### src/rtl/branch_pc_unit.sv
// Program counter and conditional-branch stage: evaluates FLCNZ conditions,
// redirects the PC on taken Bcond/Jcond, flushes fetch, and resolves Scond.
module branch_pc_unit #(
    parameter int          PC_W      = 16,
    parameter int          FLUSH_CYC = 2,
    parameter int unsigned RESET_PC  = 0
) (
    input  logic            CLK,
    input  logic            RESETn,
    input  logic            instr_valid,
    input  logic            br_en,
    input  logic            jmp_en,
    input  logic            scond_en,
    input  logic [3:0]      cond,
    input  logic [PC_W-1:0] disp,
    input  logic [PC_W-1:0] target,
    input  logic [4:0]      flags,
    input  logic            flag_pend,
    input  logic            stall,
    output logic [PC_W-1:0] pc,
    output logic            instr_ack,
    output logic            flush,
    output logic            taken,
    output logic            scond_val
);

    typedef enum logic [1:0] {
        RUN       = 2'd0,
        WAIT_FLAG = 2'd1,
        FLUSH     = 2'd2
    } state_t;

    localparam logic [PC_W-1:0] RST_PC     = RESET_PC[PC_W-1:0];
    localparam logic [1:0]      FLUSH_LAST = 2'(FLUSH_CYC - 1);
    localparam logic [3:0]      COND_UC    = 4'hE;

    state_t          state_q;
    logic [PC_W-1:0] pc_q;
    logic [1:0]      fcnt_q;
    logic            ack_q;
    logic            flush_q;
    logic            taken_q;
    logic            scond_q;

    logic            cond_true;
    logic            br_only;
    logic            jmp_only;
    logic            sc_only;
    logic            is_cond_instr;
    logic            must_wait;
    logic [PC_W-1:0] pc_inc;
    logic [PC_W-1:0] pc_br;

    // flags = {F, L, C, N, Z}
    function automatic logic eval_cond(input logic [3:0] c, input logic [4:0] f);
        logic fF, fL, fC, fN, fZ;
        logic r;
        {fF, fL, fC, fN, fZ} = f;
        case (c)
            4'h0:    r = fZ;
            4'h1:    r = !fZ;
            4'h2:    r = fC;
            4'h3:    r = !fC;
            4'h4:    r = fL;
            4'h5:    r = !fL;
            4'h6:    r = fN;
            4'h7:    r = !fN;
            4'h8:    r = fF;
            4'h9:    r = !fF;
            4'hA:    r = !fL && !fZ;
            4'hB:    r = fL || fZ;
            4'hC:    r = !fN && !fZ;
            4'hD:    r = fN || fZ;
            4'hE:    r = 1'b1;
            default: r = 1'b0;
        endcase
        return r;
    endfunction

    // More than one class enable high degrades the instruction to plain.
    always_comb begin
        cond_true     = eval_cond(cond, flags);
        br_only       = br_en && !jmp_en && !scond_en;
        jmp_only      = jmp_en && !br_en && !scond_en;
        sc_only       = scond_en && !br_en && !jmp_en;
        is_cond_instr = br_only || jmp_only || sc_only;
        must_wait     = is_cond_instr && (cond != COND_UC) && flag_pend;
        pc_inc        = pc_q + PC_W'(1);
        pc_br         = pc_q + disp;
    end

    always_ff @(posedge CLK) begin
        if (!RESETn) begin
            state_q <= RUN;
            pc_q    <= RST_PC;
            fcnt_q  <= '0;
            ack_q   <= 1'b0;
            flush_q <= 1'b0;
            taken_q <= 1'b0;
            scond_q <= 1'b0;
        end else begin
            ack_q   <= 1'b0;
            taken_q <= 1'b0;
            scond_q <= 1'b0;
            case (state_q)
                RUN: begin
                    if (!stall && instr_valid) begin
                        if (must_wait) begin
                            state_q <= WAIT_FLAG;
                        end else begin
                            ack_q <= 1'b1;
                            if ((br_only || jmp_only) && cond_true) begin
                                pc_q    <= br_only ? pc_br : target;
                                taken_q <= 1'b1;
                                flush_q <= 1'b1;
                                fcnt_q  <= FLUSH_LAST;
                                state_q <= FLUSH;
                            end else begin
                                pc_q    <= pc_inc;
                                scond_q <= sc_only && cond_true;
                            end
                        end
                    end
                end
                // Upstream holds the instruction; it is re-evaluated in RUN.
                WAIT_FLAG: begin
                    if (!flag_pend && !stall) begin
                        state_q <= RUN;
                    end
                end
                FLUSH: begin
                    if (!stall) begin
                        if (fcnt_q == 2'd0) begin
                            flush_q <= 1'b0;
                            state_q <= RUN;
                        end else begin
                            fcnt_q <= fcnt_q - 2'd1;
                        end
                    end
                end
                default: begin
                    state_q <= RUN;
                    flush_q <= 1'b0;
                end
            endcase
        end
    end

    assign pc        = pc_q;
    assign instr_ack = ack_q;
    assign flush     = flush_q;
    assign taken     = taken_q;
    assign scond_val = scond_q;

endmodule

### config.mk
export PLATFORM = sky130hd
export DESIGN_NAME = branch_pc_unit
export DESIGN_NICKNAME = d
export VERILOG_FILES = /design/src/rtl/branch_pc_unit.sv
export SDC_FILE = /design/constraint.sdc
export NUM_CORES = 1
export LEC_CHECK = 0
export CELL_PAD_IN_SITES_DETAIL_PLACEMENT = 0
export CELL_PAD_IN_SITES_GLOBAL_PLACEMENT = 1
export CORE_ASPECT_RATIO = 0.7
export CORE_UTILIZATION = 30
export DETAILED_ROUTE_END_ITERATION = 8
export PLACE_DENSITY = 0.79
export SYNTH_ARGS = -nofsm -noshare
export SYNTH_HDL_FRONTEND = slang
export SYNTH_SLANG_ARGS = --single-unit
### constraint.sdc
create_clock -name CLK -period 3.15 [get_ports CLK]
set_input_delay 0.7875 -clock CLK [delete_from_list [all_inputs] [get_ports CLK]]
set_output_delay 0.7875 -clock CLK [all_outputs]
set_load 0.01 [all_outputs]
==> metrics, run 1 <==
WP buf/inv 2; WHS 0.480 ns; clk slew on worst S/H paths 0.07 ns; max cap viols 0; Crit Path Max Fanout 4; status complete, no violations; CP startpoint disp[0]; post-synthesis sequential area ratio 0.194; antenna-violating nets left 0; routed vias 2878; Worst EP arrival 3.18 ns; global routing usage summed across all routing layers 0.181; Tmin final 2.97 ns; clock latency at the later pin of the worst-skew pair 0.26 ns; slowest stage delay, CP 0.46 ns; clock sinks 24; Final Cycle Share 0.944; Synth async-reset ratio 0; Yosys warning count 0; initial antenna violation count 0; average size of a mapped cell 7.32 µm²; Mapped Nets 405; row count 27; Inserted Clock Buffers 3; Util after Layout 0.442; CP required 3.36 ns; Die Wd 111 µm; Critical R2R Launch pc[0]; Lkg Pwr 0.00130 µW; Post-Route WL 7890 µm; family with the most delay on the worst path compound AO/OA/AOI/OAI gates; Initial DRC Count 231; # IOs 69; full die area 8620 µm²; Port Buffers 68; global route overflow 0; first-pass GRT wire length 13000 µm; CP Cell Sequence clkdlybuf4s50_1 -> ha_1 -> inv_1 -> fa_1 -> nor2b_1 -> o31a_2 -> o21ai_0 -> xor2_1 -> a2111oi_0 -> o31a_1; Slew Limit Fails 0; VDD IR max 0.000200 V; drt drc 0; Via density 5.55; die height 78.0 µm; Final Hold Fails 0; largest net degree at the start of global routing 15; endpoints failing setup 0; max frequency 0.336 GHz; vias in the first global route 2592; Cell Area, Placed 3410 µm²; Syn Inst Count 338; Worst Hold Class reg2reg; Syn Std Cell Area 2470 µm²; per-cell routed wire length 15.2 µm; DRT Pass-1 Iters 4; CTS tree yes; kind of start point of the critical path input pin; Layout Nets 486; Synth Flop Type dfxtp_1; PwrDens 282 nW/µm²; dpl ws -0.111 ns; Initial Utilization 0.312; Post-synth EDFFs 0; Cell variety after synth 60; CORE AREA 7940 µm²; final setup margin 0.177 ns; CP max-delay cell clkdlybuf4s50_1; root buf cell clkbuf_16; Least-Margin Pin Slew 0.477 ns; Rel. slew slack 0.681; RSZ-0062 raised after global routing no; Clock Skew 0.00443 ns; synthesized flop and latch total 24; Max clock buf depth 2; setup tns final 0 ns; Layout area overhead 41.9%; fraction of layout cells with a size suffix above 1 0.0981; CTS H-tree depth 1; worst hold start fcnt_q[1]; routability congestion estimate 0.868; Detail Placement HPWL 6250 µm; CP Class in2reg; ant diodes 0; critical path capture point type register; final instance area 3510 µm²
metrics by stage:
step / power (µW) / instances
floorplan: 479 / 338
global placement: 618 / 515
detailed placement: 621 / 515
CTS: 992 / 519
global route: 1030 / 519
finish: 990 / 519
final cells by class:
class / instances / area (µm²)
multi-input cells: 285 / 1870
flip-flops and latches: 24 / 480
fillers: 794 / 4430
well taps: 101 / 126
clock inverters: 1 / 30.0
inverters: 11 / 41.3
clock buffers: 3 / 75.1
repair buffers: 94 / 888
cells by family after synthesis:
logic type,after synthesis,synth area share
XOR/XNOR,11,0.0390
AND/OR/NAND/NOR,123,0.261
adder cells (fa/ha/maj),18,0.0941
multiplexers,5,0.0207
AO/OA/AOI/OAI,128,0.341
buffers and inverters,29,0.0501
flip-flops,24,0.194
synth_stat cells (3+ instances only):
library cell / instances / area [µm²]
clkbuf_1: 12 / 45.0
a32o_1: 3 / 30.0
a31oi_1: 7 / 43.8
o21bai_1: 3 / 22.5
nand3_1: 21 / 105
o31a_1: 6 / 52.6
nand3b_1: 3 / 22.5
a21oi_1: 27 / 135
a211oi_1: 9 / 67.6
mux2i_1: 4 / 40.0
o21ai_0: 34 / 170
ha_1: 17 / 213
or4_1: 3 / 22.5
buf_4: 3 / 22.5
nor2_1: 19 / 71.3
nand2_1: 25 / 93.8
and3_1: 6 / 37.5
nor3_1: 9 / 45.0
dfxtp_1: 24 / 480
o21a_1: 7 / 52.6
or2_2: 3 / 18.8
nor3b_1: 4 / 30.0
and2_1: 7 / 43.8
nor2b_1: 3 / 18.8
inv_1: 11 / 41.3
o211ai_1: 5 / 37.5
a21o_1: 3 / 22.5
nor4_1: 4 / 25.0
o22ai_1: 3 / 18.8
nand4_1: 4 / 25.0
xor2_1: 9 / 78.8
nand2b_1: 5 / 31.3
per-layer routing:
layer  vias to the layer above  share of wire  routed length [µm]  track usage
met5                         -              0                   0            0
met2                        88           0.40                3170        0.263
met1                      1343           0.52                4110        0.285
li1                       1445              -                   -            -
met3                         2          0.075                 592       0.0250
met4                         0         0.0020                  16       0.0187
cell usage in the layout, fill, tap and decap left out, types with 3 or more instances in the layout:
| cell | Yosys | final |
|---|---|---|
| a211oi_1 | 9 | 9 |
| a21o_1 | 3 | 3 |
| a21oi_1 | 27 | 27 |
| a31oi_1 | 7 | 7 |
| a32o_1 | 3 | 3 |
| and2_1 | 7 | 7 |
| and3_1 | 6 | 6 |
| buf_4 | 3 | 25 |
| clkbuf_16 | 0 | 3 |
| clkdlybuf4s50_1 | 0 | 68 |
| dfxtp_1 | 24 | 24 |
| ha_1 | 17 | 17 |
| inv_1 | 11 | 11 |
| mux2i_1 | 4 | 4 |
| nand2_1 | 25 | 25 |
| nand2b_1 | 5 | 5 |
| nand3_1 | 21 | 21 |
| nand3b_1 | 3 | 3 |
| nand4_1 | 4 | 4 |
| nor2_1 | 19 | 19 |
| nor2b_1 | 3 | 3 |
| nor3_1 | 9 | 9 |
| nor3b_1 | 4 | 4 |
| nor4_1 | 4 | 4 |
| o211ai_1 | 5 | 5 |
| o21a_1 | 7 | 7 |
| o21ai_0 | 34 | 33 |
| o21bai_1 | 3 | 3 |
| o22ai_1 | 3 | 3 |
| o31a_1 | 6 | 6 |
| or2_2 | 3 | 3 |
| or4_1 | 3 | 3 |
| xor2_1 | 9 | 9 |
state kept, by name, indices dropped and copies added, names as in the netlist:
signal,count
flush,1
pc,16
instr_ack,1
fcnt_q,2
state_q,2
scond_val,1
taken,1
timing repair:
item                                    CTS  global route
buffers inserted                          0             0
gates resized for setup                   0             1
hold buffers                              0             0
endpoints found under the setup margin    0             1
worst reg2reg max path: stages, from the launching register on:
cell and delay (ns):
dfxtp_1 0.44, ha_1 0.25, inv_1 0.07, fa_1 0.38
nor2b_1 0.18, o31a_2 0.20, o21ai_0 0.15, xor2_1 0.17
a2111oi_0 0.41, o31a_1 0.17
path summary, 6_finish.rpt:
path	slack, ns	end	cells after the start
setup / recovery	0.18	pc[8]	10
hold / removal	0.48	fcnt_q[1]	2
setup reg to reg	0.68	pc[8]	9
hold reg to reg	0.48	fcnt_q[1]	2
power breakdown:
part	total (µW)	leakage [µW]	switching (µW)	internal [µW]
Clock	373	0.0000511	120	253
Sequential	325	0.000194	12.9	312
Combinational	292	0.00106	141	151
(Power assumes the default switching activity.)
==> run 2, diff against run 1 <==
- SLEW_MARGIN: not set -> 20
- clock period: 3.15 -> 3.1 ns (I/O delays scaled with it)
==> run 2 against run 1 <==
  * Register-to-register slack improved by 0.04 ns
  * Power increased by 1.1%
  * Sequential power increased by 2%
  * Highest routed layer unchanged
==> metrics, run 2 (same netlist as run 1, synthesis figures left out) <==
full die area 8620 µm²; critical path capture point type register; CP max-delay cell clkdlybuf4s50_1; WP buf/inv 2; kind of start point of the critical path input pin; CP Class in2reg; CP required 3.29 ns; clk slew on worst S/H paths 0.06 ns; DRT Pass-1 Iters 4; Slew Limit Fails 0; total power 1000 µW; slowest stage delay, CP 0.48 ns; ant diodes 0; max frequency 0.344 GHz; Cell Area, Placed 3420 µm²; Final Hold Fails 0; Util after Layout 0.445; Worst Hold Class reg2reg; antenna-violating nets left 0; VDD IR max 0.000179 V; WHS 0.482 ns; first-pass GRT wire length 13100 µm; routed vias 2875; final instance area 3530 µm²; CTS tree yes; # IOs 69; Die Wd 111 µm; Layout area overhead 42.7%; global route overflow 0; Post-Route WL 7870 µm; clock latency at the later pin of the worst-skew pair 0.26 ns; Final Cycle Share 0.937; per-cell routed wire length 15.1 µm; initial antenna violation count 0; Via density 5.51; commonest non-fill, non-tap cells in the layout clkdlybuf4s50_1 (68), o21ai_0 (33), buf_4 (29); CORE AREA 7940 µm²; max cap viols 0; Lkg Pwr 0.00131 µW; PwrDens 284 nW/µm²; endpoints failing setup 0; CTS H-tree depth 1; Clock Skew 0.00120 ns; vias in the first global route 2566; routability congestion estimate 0.875; Least-Margin Pin Slew 0.415 ns; Initial Utilization 0.312; Post-CTS Hold Buffers 0; root buf cell clkbuf_16; commonest non-fill, non-tap cell in the layout clkdlybuf4s50_1; placed cells 518; die height 78.0 µm; Port Buffers 68; Worst EP arrival 3.10 ns; Crit Path Max Fanout 4; row count 27; clock sinks 24; family with the most delay on the worst path compound AO/OA/AOI/OAI gates; Tmin final 2.90 ns; fraction of layout cells with a size suffix above 1 0.109; max FFs per register 16; RSZ-0062 raised after global routing no; Detail Placement HPWL 6300 µm; Inserted Clock Buffers 3; Max clock buf depth 2; Initial DRC Count 344; non-filler cells, final 522; # Post-CTS Setup Buffers 0; Layout Nets 489; Rel. slew slack 0.723; drt drc 0; global routing usage summed across all routing layers 0.182; largest net degree at the start of global routing 20; status complete, no violations; CP Cell Sequence clkdlybuf4s50_1 -> ha_1 -> buf_4 -> a211oi_1 -> o21ai_2 -> nand2_2 -> o31a_1 -> or4b_1 -> a32o_1 -> a21oi_1
## run 2: cell types whose count changed in the layout (fill, tap and decap cells not counted), sizes merged
cell / delta
buf: +3
## run 2: worst paths after layout
kind | start | to | slack, ns | depth (start not counted)
worst max-delay path | disp[0] | pc[15] | 0.20 | 10
worst min register to register | fcnt_q[1] | fcnt_q[1] | 0.48 | 2
worst min-delay path | fcnt_q[1] | fcnt_q[1] | 0.48 | 2
worst max register to register | pc[0] | pc[15] | 0.72 | 9
## run 2: metal layers
metal / global-route usage / up-vias / share of wire
li1: - / 1453 / -
met1: 0.276 / 1335 / 0.53
met2: 0.273 / 85 / 0.40
met3: 0.0336 / 2 / 0.066
met4: 0.0160 / 0 / 0.0018
met5: 0 / - / 0
## run 2: worst reg2reg max path, delay by kind of cell, from the launching register on
kind | cells | cell delay [ns]
compound gates | 5 | 0.99
flops | 1 | 0.43
simple gates | 2 | 0.57
fa+ha+maj | 1 | 0.21
buf+inv | 1 | 0.12
## run 2: metrics by stage
stage	setup slack (ns)	TNS, ns
global route	0.0312	0
floorplan	0.511	0
CTS	0.105	0
finish	0.196	0
detailed placement	-0.150	-0.549
global placement	-0.149	-0.408
## run 2: where the power goes
| part | internal (µW) | switching (µW) | total [µW] |
|---|---|---|---|
| Combinational | 155 | 143 | 298 |
| Sequential | 317 | 13.6 | 331 |
| Clock | 257 | 116 | 373 |
## run 2: layout make-up
type | count | area (µm²)
repair buffers | 97 | 898
flip-flops and latches | 24 | 480
clock inverters | 1 | 30.0
well taps | 101 | 126
clock buffers | 3 | 75.1
inverters | 11 | 41.3
fillers | 800 | 4410
multi-input cells | 285 | 1880
## run 2: what timing repair did
action,CTS,global route
gates resized for setup,0,4
endpoints found under the setup margin,0,3
hold endpoints to repair,0,0
